===== config.mk =====
export PLATFORM = sky130hd
export DESIGN_NAME = bin_to_lcd_digits
export DESIGN_NICKNAME = d
export VERILOG_FILES = /design/src/rtl/bin_to_lcd_digits_pkg.sv /design/src/rtl/bin_to_lcd_digits_bcd_add3.sv /design/src/rtl/bin_to_lcd_digits.sv
export SDC_FILE = /design/constraint.sdc
export NUM_CORES = 1
export LEC_CHECK = 0
export CORE_MARGIN = 3
export CORE_UTILIZATION = 35
export CTS_CLUSTER_DIAMETER = 50
export DETAILED_ROUTE_END_ITERATION = 8
export SYNTH_ARGS = -nofsm -noshare
export SYNTH_HDL_FRONTEND = slang
export SYNTH_SLANG_ARGS = --single-unit
export TNS_END_PERCENT = 10

===== constraint.sdc =====
create_clock -name clk -period 2.05 [get_ports clk]
set_input_delay 0.3075 -clock clk [delete_from_list [all_inputs] [get_ports clk]]
set_output_delay 0.3075 -clock clk [all_outputs]
set_load 0.02 [all_outputs]

===== src/rtl/bin_to_lcd_digits_pkg.sv =====
`default_nettype none
// ============================================================================
//  Module      : bin_to_lcd_digits_pkg
//  Description : Shared constants for the binary-to-ASCII-decimal converter:
//                FSM state encoding, ASCII code points and default sizing.
//  Revision    : 1.0 - initial release
// ============================================================================
package bin_to_lcd_digits_pkg;

    // FSM state encoding (2-bit, explicit)
    localparam logic [1:0] IDLE    = 2'd0;
    localparam logic [1:0] CONVERT = 2'd1;
    localparam logic [1:0] EMIT    = 2'd2;

    // ASCII code points used for the digit stream
    localparam logic [7:0] ASCII_ZERO  = 8'h30;
    localparam logic [7:0] ASCII_SPACE = 8'h20;

    // Default sizing: 16-bit input needs 5 decimal digits (10^5 > 2^16)
    localparam int DEFAULT_WIDTH  = 16;
    localparam int DEFAULT_DIGITS = 5;

endpackage : bin_to_lcd_digits_pkg
`default_nettype wire


===== src/rtl/bin_to_lcd_digits_bcd_add3.sv =====
`default_nettype none
// ============================================================================
//  Module      : bcd_add3
//  Description : Combinational double-dabble nibble correction. A BCD digit
//                of 5 or more gets +3 so that the following left shift
//                carries correctly into the next decimal digit.
//  Revision    : 1.0 - initial release
// ============================================================================
module bcd_add3 (
    input  logic [3:0] nibble,
    output logic [3:0] corrected
);

    // Inputs above 9 never occur in a valid BCD register, so no wrap handling
    assign corrected = (nibble >= 4'd5) ? (nibble + 4'd3) : nibble;

endmodule : bcd_add3
`default_nettype wire


===== src/rtl/bin_to_lcd_digits.sv =====
`default_nettype none
// ============================================================================
//  Module      : bin_to_lcd_digits
//  Description : Captures a binary value on load, converts it to DIGITS BCD
//                digits with a bit-serial shift-add-3 loop (one bit per
//                cycle), then streams the digits MSD first as ASCII over a
//                valid/ready handshake. char_last marks the final digit.
//                Optional build macro LEADING_BLANK_EN: leading zero digits
//                are sent as spaces; the least significant digit is always
//                a numeral.
//  Revision    : 1.0 - initial release
// ============================================================================
module bin_to_lcd_digits
    import bin_to_lcd_digits_pkg::*;
#(
    parameter int WIDTH  = DEFAULT_WIDTH,
    parameter int DIGITS = DEFAULT_DIGITS
) (
    input  logic             clk,
    input  logic             reset,
    input  logic [WIDTH-1:0] value_in,
    input  logic             load,
    output logic             busy,
    output logic [7:0]       char_out,
    output logic             char_valid,
    input  logic             char_ready,
    output logic             char_last
);

    localparam int c_BCD_W = 4 * DIGITS;
    localparam int c_CNT_W = $clog2(WIDTH + 1);
    localparam int c_IDX_W = (DIGITS > 1) ? $clog2(DIGITS) : 1;

    localparam logic [c_CNT_W-1:0] c_CNT_INIT = c_CNT_W'(WIDTH);
    localparam logic [c_CNT_W-1:0] c_CNT_ONE  = c_CNT_W'(1);
    localparam logic [c_IDX_W-1:0] c_IDX_LAST = c_IDX_W'(DIGITS - 1);
    localparam logic [c_IDX_W-1:0] c_IDX_ONE  = c_IDX_W'(1);

    logic [1:0]         r_state;
    logic [1:0]         w_next_state;
    logic [WIDTH-1:0]   r_bin;
    logic [c_BCD_W-1:0] r_bcd;
    logic [c_BCD_W-1:0] w_bcd_adj;
    logic [c_CNT_W-1:0] r_bit_cnt;
    logic [c_IDX_W-1:0] r_idx;
    logic [3:0]         w_nibble;
    logic [7:0]         w_char;
    logic               w_xfer;
    logic               w_last_xfer;

    assign w_xfer      = char_valid && char_ready;
    assign w_last_xfer = w_xfer && (r_idx == '0);

    // One add-3 corrector per BCD digit, applied before every shift
    genvar gi;
    generate
        for (gi = 0; gi < DIGITS; gi++) begin : g_add3
            bcd_add3 u_add3 (
                .nibble    (r_bcd[4*gi +: 4]),
                .corrected (w_bcd_adj[4*gi +: 4])
            );
        end
    endgenerate

    // State register
    always_ff @(posedge clk or negedge reset) begin
        if (!reset) r_state <= IDLE;
        else        r_state <= w_next_state;
    end

    // Next-state logic; conversion ends on the cycle the counter hits zero
    always_comb begin
        w_next_state = r_state;
        case (r_state)
            IDLE:    if (load)                    w_next_state = CONVERT;
            CONVERT: if (r_bit_cnt == c_CNT_ONE)  w_next_state = EMIT;
            EMIT:    if (w_last_xfer)             w_next_state = IDLE;
            default:                              w_next_state = IDLE;
        endcase
    end

    // Datapath: capture, shift-add-3 conversion, digit index walk
    always_ff @(posedge clk or negedge reset) begin
        if (!reset) begin
            r_bin     <= '0;
            r_bcd     <= '0;
            r_bit_cnt <= '0;
            r_idx     <= '0;
        end else begin
            case (r_state)
                IDLE: begin
                    if (load) begin
                        r_bin     <= value_in;
                        r_bcd     <= '0;
                        r_bit_cnt <= c_CNT_INIT;
                    end
                end
                CONVERT: begin
                    // Top nibble cannot overflow given 10^DIGITS > 2^WIDTH
                    {r_bcd, r_bin} <= {w_bcd_adj, r_bin} << 1;
                    r_bit_cnt      <= r_bit_cnt - c_CNT_ONE;
                    if (r_bit_cnt == c_CNT_ONE) r_idx <= c_IDX_LAST;
                end
                EMIT: begin
                    if (w_xfer && (r_idx != '0)) r_idx <= r_idx - c_IDX_ONE;
                end
                default: ;
            endcase
        end
    end

    // Select the digit currently being presented
    always_comb begin
        w_nibble = 4'd0;
        for (int d = 0; d < DIGITS; d++) begin
            if (r_idx == c_IDX_W'(d)) w_nibble = r_bcd[4*d +: 4];
        end
    end

`ifdef LEADING_BLANK_EN
    logic r_lead;

    // Tracks "only zeros sent so far"; cleared by the first nonzero digit
    always_ff @(posedge clk or negedge reset) begin
        if (!reset)                               r_lead <= 1'b0;
        else if (r_state == CONVERT)              r_lead <= 1'b1;
        else if (w_xfer && (w_nibble != 4'd0))    r_lead <= 1'b0;
    end

    assign w_char = (r_lead && (w_nibble == 4'd0) && (r_idx != '0))
                    ? ASCII_SPACE : (ASCII_ZERO + {4'd0, w_nibble});
`else
    assign w_char = ASCII_ZERO + {4'd0, w_nibble};
`endif

    // Outputs decoded from state so an async reset clears them at once
    always_comb begin
        busy       = 1'b0;
        char_valid = 1'b0;
        char_last  = 1'b0;
        char_out   = 8'h00;
        case (r_state)
            CONVERT: busy = 1'b1;
            EMIT: begin
                busy       = 1'b1;
                char_valid = 1'b1;
                char_last  = (r_idx == '0);
                char_out   = w_char;
            end
            default: ;
        endcase
    end

endmodule : bin_to_lcd_digits
`default_nettype wire


# Yosys cells after proc, flatten, opt, wreduce, memory -nomap -nowiden

Index checks and enable logic that the tools add are counted.
Widths: inputs -> output; s select.

$add $sub $neg: 8
Equal/unequal tests: 11
$lt $le $gt $ge: 5
Muxes and demuxes: 27
Reduce and logical (&&, ||, !) cells: 12

Operators by type and width:

| kind                | number |
|---|---|
| $pmux 20 s2         | 1 |
| $mux 4              | 9 |
| $pmux 16 s2         | 1 |
| $ge 4x3->1 const B  | 5 |
| $mux 20             | 1 |
| $add 4x2->4 const B | 4 |
| $mux 16             | 1 |
| $pmux 5 s2          | 1 |
| $mux 3              | 3 |
| $ne 2x2->1 const B  | 4 |
| $add 6x4->7 const A | 1 |
| $mux 7              | 1 |
| $eq 3x2->1 const B  | 2 |
| $mux 2              | 3 |
| $pmux 2 s3          | 1 |
| $pmux 3 s2          | 1 |
| $reduce_and 3->1    | 2 |
| $eq 5x1->1 const B  | 1 |
| $mux 5              | 1 |
| $sub 5x1->5 const B | 1 |
| $reduce_bool 2->1   | 2 |
| $add 3x2->3 const B | 1 |
| $eq 3x1->1 const B  | 1 |
| $eq 3x3->1 const B  | 1 |
| 10 further kinds    | 14 |

Output and inout port bits: 11
Register bits: 46
Logic and storage cells: 68

# Logic depth before layout (Yosys ltp)

Depth in word-level cells: 8
Depth in mapped cells: 8

# Modules after synthesis

A second synthesis with hierarchy kept.

Cells, all modules: 300
Area total of the unflattened synthesis: 2835.2 µm²

Modules (own cells, without submodules):

| module            | times used | sequential area each (µm²) | cells an instance | area each (µm²) |
|---|---|---|---|---|
| bin_to_lcd_digits | 1          | 1151.1                     | 220               | 2328.5 |
| bcd_add3          | 5          | 0.0                        | 16                | 101.3 |

# Worst setup path after synthesis

OpenSTA, ideal clock, no wires.

Path kind: register to output
Start point: register r_state[0]
End point: output char_out[0]
Cell stages (with the launch flop): 6
Arrival time: 1533 ps
Setup slack: 210 ps
Required time: 1742 ps
Cells stage by stage: dfrtp_1 -> inv_1 -> ha_1 -> clkbuf_1 -> o21ai_0 -> a21oi_1

Longest elaborated chain between the ends: 2

Ends and longest elaborated chain:

| item                   | line                     | source |
|---|---|---|
| start, declared        | bin_to_lcd_digits.sv:39  | `logic [1:0] r_state;` |
| start signal, assigned | bin_to_lcd_digits.sv:68  | `else r_state <= w_next_state;` |
| $eq 2x2->1             | bin_to_lcd_digits.sv:142 | `case (r_state)` |
| $mux 7                 | bin_to_lcd_digits.sv:142 |  |
| end, declared          | bin_to_lcd_digits.sv:24  | `output logic [7:0] char_out,` |

Every way passes these cells.

# Final worst setup path

Start point: register r_idx[1]
End point: output char_out[3]

Longest elaborated chain between the ends: 8

Ends and longest elaborated chain:

| item                   | line                     | source |
|---|---|---|
| start, declared        | bin_to_lcd_digits.sv:45  | `logic [c_IDX_W-1:0] r_idx;` |
| start signal, assigned | bin_to_lcd_digits.sv:102 | `if (r_bit_cnt == c_CNT_ONE) r_idx <= c_IDX_LAST;` |
| start signal, assigned | bin_to_lcd_digits.sv:105 | `if (w_xfer && (r_idx != '0)) r_idx <= r_idx - c_IDX_ONE;` |
| $logic_not 3->1        | bin_to_lcd_digits.sv:116 | `if (r_idx == c_IDX_W'(d)) w_nibble = r_bcd[4*d +: 4];` |
| $mux 4 (4 in series)   | bin_to_lcd_digits.sv:116 |  |
| $mux 4 *               | bin_to_lcd_digits.sv:116 |  |
| $add 6x4->7 *          | bin_to_lcd_digits.sv:133 | `assign w_char = ASCII_ZERO + {4'd0, w_nibble};` |
| $mux 7 *               | bin_to_lcd_digits.sv:142 |  |

Every way passes the cells marked *; elsewhere a longest branch is shown, timed or not.

==> results.ini <==
[die]
fp-row-count=31
core_area_mm2=0.00745
start_util_pct=37.2
dieArea_mm2=0.00902
dieHeight_um=95.0
ioPinCount=31
die_w_um=95.0

[cells_and_area]
nNetsFinal=364
num_antenna_cells=0
drive_gt1_share_pct=16.7
mostFrequentLayoutCells=dfrtp_1 (46), a21oi_1 (26), nand2_1 (21), o21ai_0 (20), buf_4 (20)
design_area_mm2=0.00338
area_growth_syn_to_layout_pct=22.0
layout_commonest_cell=dfrtp_1

[placed_design]
gp_congestion=0.733
place_area_mm2=0.00324
port_buffers=28
dpl.hpwl_um=4370
pre_cts_slack_ns=-0.200

[sta]
period_share_pct=98.3
setup_ws_ns=0.0344
max_freq_ghz=0.496
hold_slack_ns=0.0842
grt_setup_unrepaired=yes
min_period_ns=2.02
tightest_slew_ns=0.599
hold_violations=0
clock_skew_ns=0.00363
relSlewSlack_pct=60.1
setup_viol=0
slew_violations=0

[synth]
yosysTopAreaCell=dfrtp_1
synth.top_cell.area_share_pct=41.6
syn_avg_cell_area_um2=9.72
syn-cell-area_mm2=0.00277
synth_warnings=0
ys_types=40
synth.area.top_cells=dfrtp_1 (42%), ha_1 (9.5%), a21oi_1 (5.2%), o21ai_0 (4.3%), o22ai_1 (4.3%)
yosysSeqAreaShare_pct=41.6
ys_ff_latch=46
syn_inst=285

[setup_path]
critical_path.max_fanout=4
critical_path_class=register to output port
cp.arrival_ns=1.71
start_kind=register
required_ns=1.74
ff2ff_setup_slack_ns=0.32
worst_setup_path_end_kind=output port

[job]
cap_violations=0

[route]
vias_per_cell=5.21
drtPass1Iterations=4
drcViolationCount=0
vias=2202
wl_um=6130
post_drt_wl_per_cell_um=14.5
drt-initial-drc-count=128
antenna_left=0

[clocking]
ctsHoldBuffers=0
path_clk_slew_ns=0.08
cts_sinks=46
cts_tree=built
h-tree-depth=2
clk_path_buf_depth=2
worstSkewPairLatency_ns=0.30
ctsRootBufferMaster=clkbuf_8
cts_buffers=5

[grt]
grt_util_all_layers_pct=14.9
grt_antenna_before_repair=0
grt-busiest-layer=met2
use_met2_pct=25.4
grt_overflow=0
grt_pass1_vias=2274
grt_max_degree=47
gr-usage-met3_pct=2.55
grt_pass1_wl_um=10600
met1_usage_pct=19.0

[run_status]
status=finished, final reports clean

[min_path]
hp-class=input port to async pin

[power_and_ir_drop]
ir_worst_vdd_mv=0.612
p_per_area_mw_per_mm2=1410
p_leak_nw=1.41

-- worst max-delay path, cell delays in order, from the launching register on --
cell and delay (ns):
dfrtp_1 0.42, ha_2 0.20, or2_4 0.25, a21oi_2 0.12, a22oi_1 0.10, a21oi_1 0.15
buf_4 0.17
-- per-stage QoR --
step	std cells	utilization, %	total power [mW]	setup TNS (ns)
after floorplan	286	-	3.31	0
final	423	45.4	4.76	0
after global placement	414	43.5	4.08	-0.671
after CTS	422	44.6	4.73	-0.0583
after global routing	423	45.4	5.21	-0.110
after detailed placement	414	43.5	4.15	-0.790
-- layer usage --
metal  vias up  share of wire [%]  wire length [um]
li1       1094                  -                 -
met2        42                 49              3000
met1      1057                 45              2760
met4         0                1.7               106
met3         9                4.2               258
met5         -                  0                 0
-- registers in the layout (all words and copies together), names as in the netlist --
signal	flops
r_bcd	20
r_bin	16
r_bit_cnt	5
r_state	2
r_idx	3
-- logic make-up after synthesis --
family | Yosys count | share of synthesized area, %
other cells | 1 | 0.135
simple gates | 52 | 10.1
fa+ha+maj | 21 | 9.49
mux | 15 | 5.96
compound gates | 101 | 22.9
xor+xnor | 12 | 3.79
flops | 46 | 41.6
buf+inv | 37 | 6.05
-- what timing repair did --
item / 4_1_cts / 5_1_grt
pin swaps: 1 / 7
setup endpoints to repair: 8 / 5
setup buffers: 0 / 1
hold endpoints to repair: 0 / 0
gates resized for setup: 28 / 18
-- path summary, 6_finish.rpt --
| check | end | depth (start not counted) | from |
|---|---|---|---|
| min reg2reg | r_bin[13] | 2 | r_bin[13] |
| min | r_bcd[11] | 2 | reset |
| max reg2reg | r_bit_cnt[4] | 7 | r_state[0] |
| max in group asynchronous | r_idx[0] | 2 | reset |
| min in group clk | r_bin[13] | 2 | r_bin[13] |
| max | char_out[3] | 6 | r_idx[1] |
-- Yosys cell counts --
| master | instances |
|---|---|
| mux2_1 | 2 |
| a32o_1 | 5 |
| buf_2 | 8 |
| inv_2 | 1 |
| o21ai_0 | 24 |
| o2bb2ai_1 | 1 |
| xnor2_1 | 8 |
| and3_1 | 1 |
| a22oi_1 | 4 |
| mux2i_2 | 1 |
| clkbuf_1 | 4 |
| o22ai_1 | 19 |
| nand2_1 | 21 |
| conb_1 | 1 |
| nor2_2 | 1 |
| nand3b_1 | 7 |
| ha_1 | 21 |
| a22o_1 | 2 |
| inv_1 | 19 |
| nor3_1 | 1 |
| a311o_1 | 1 |
| and2_1 | 1 |
| nor4b_2 | 1 |
| dfrtp_1 | 46 |
| mux2_2 | 3 |
| o21ai_1 | 5 |
| mux2_4 | 1 |
| nand2_2 | 1 |
| buf_4 | 5 |
| o41ai_4 | 1 |
| o31ai_1 | 5 |
| a21oi_1 | 29 |
| nand2b_1 | 7 |
| or2_2 | 1 |
| nor4_2 | 1 |
| mux2i_1 | 8 |
| nor2_1 | 6 |
| o32ai_1 | 5 |
| xor2_1 | 4 |
| nor2b_1 | 3 |
-- report_power, final --
group	switching (mW)	total [mW]	internal [mW]	leakage [nW]
Clock	0.307	0.579	0.272	0.0482
Combinational	1.44	2.62	1.19	0.784
Sequential	0.307	1.56	1.25	0.579
Total	2.05	4.76	2.71	1.41
-- cell type report --
cell class / instances / area [um2]
Clock buffer: 7 / 86.3
Clock inverter: 1 / 5.00
Fill cell: 762 / 4070
Inverter: 20 / 75.1
Multi-Input combinational cell: 203 / 1510
Sequential cell: 46 / 1150
Tap cell: 99 / 124
Timing Repair Buffer: 47 / 428
Power figures use the tool's default switching activity.
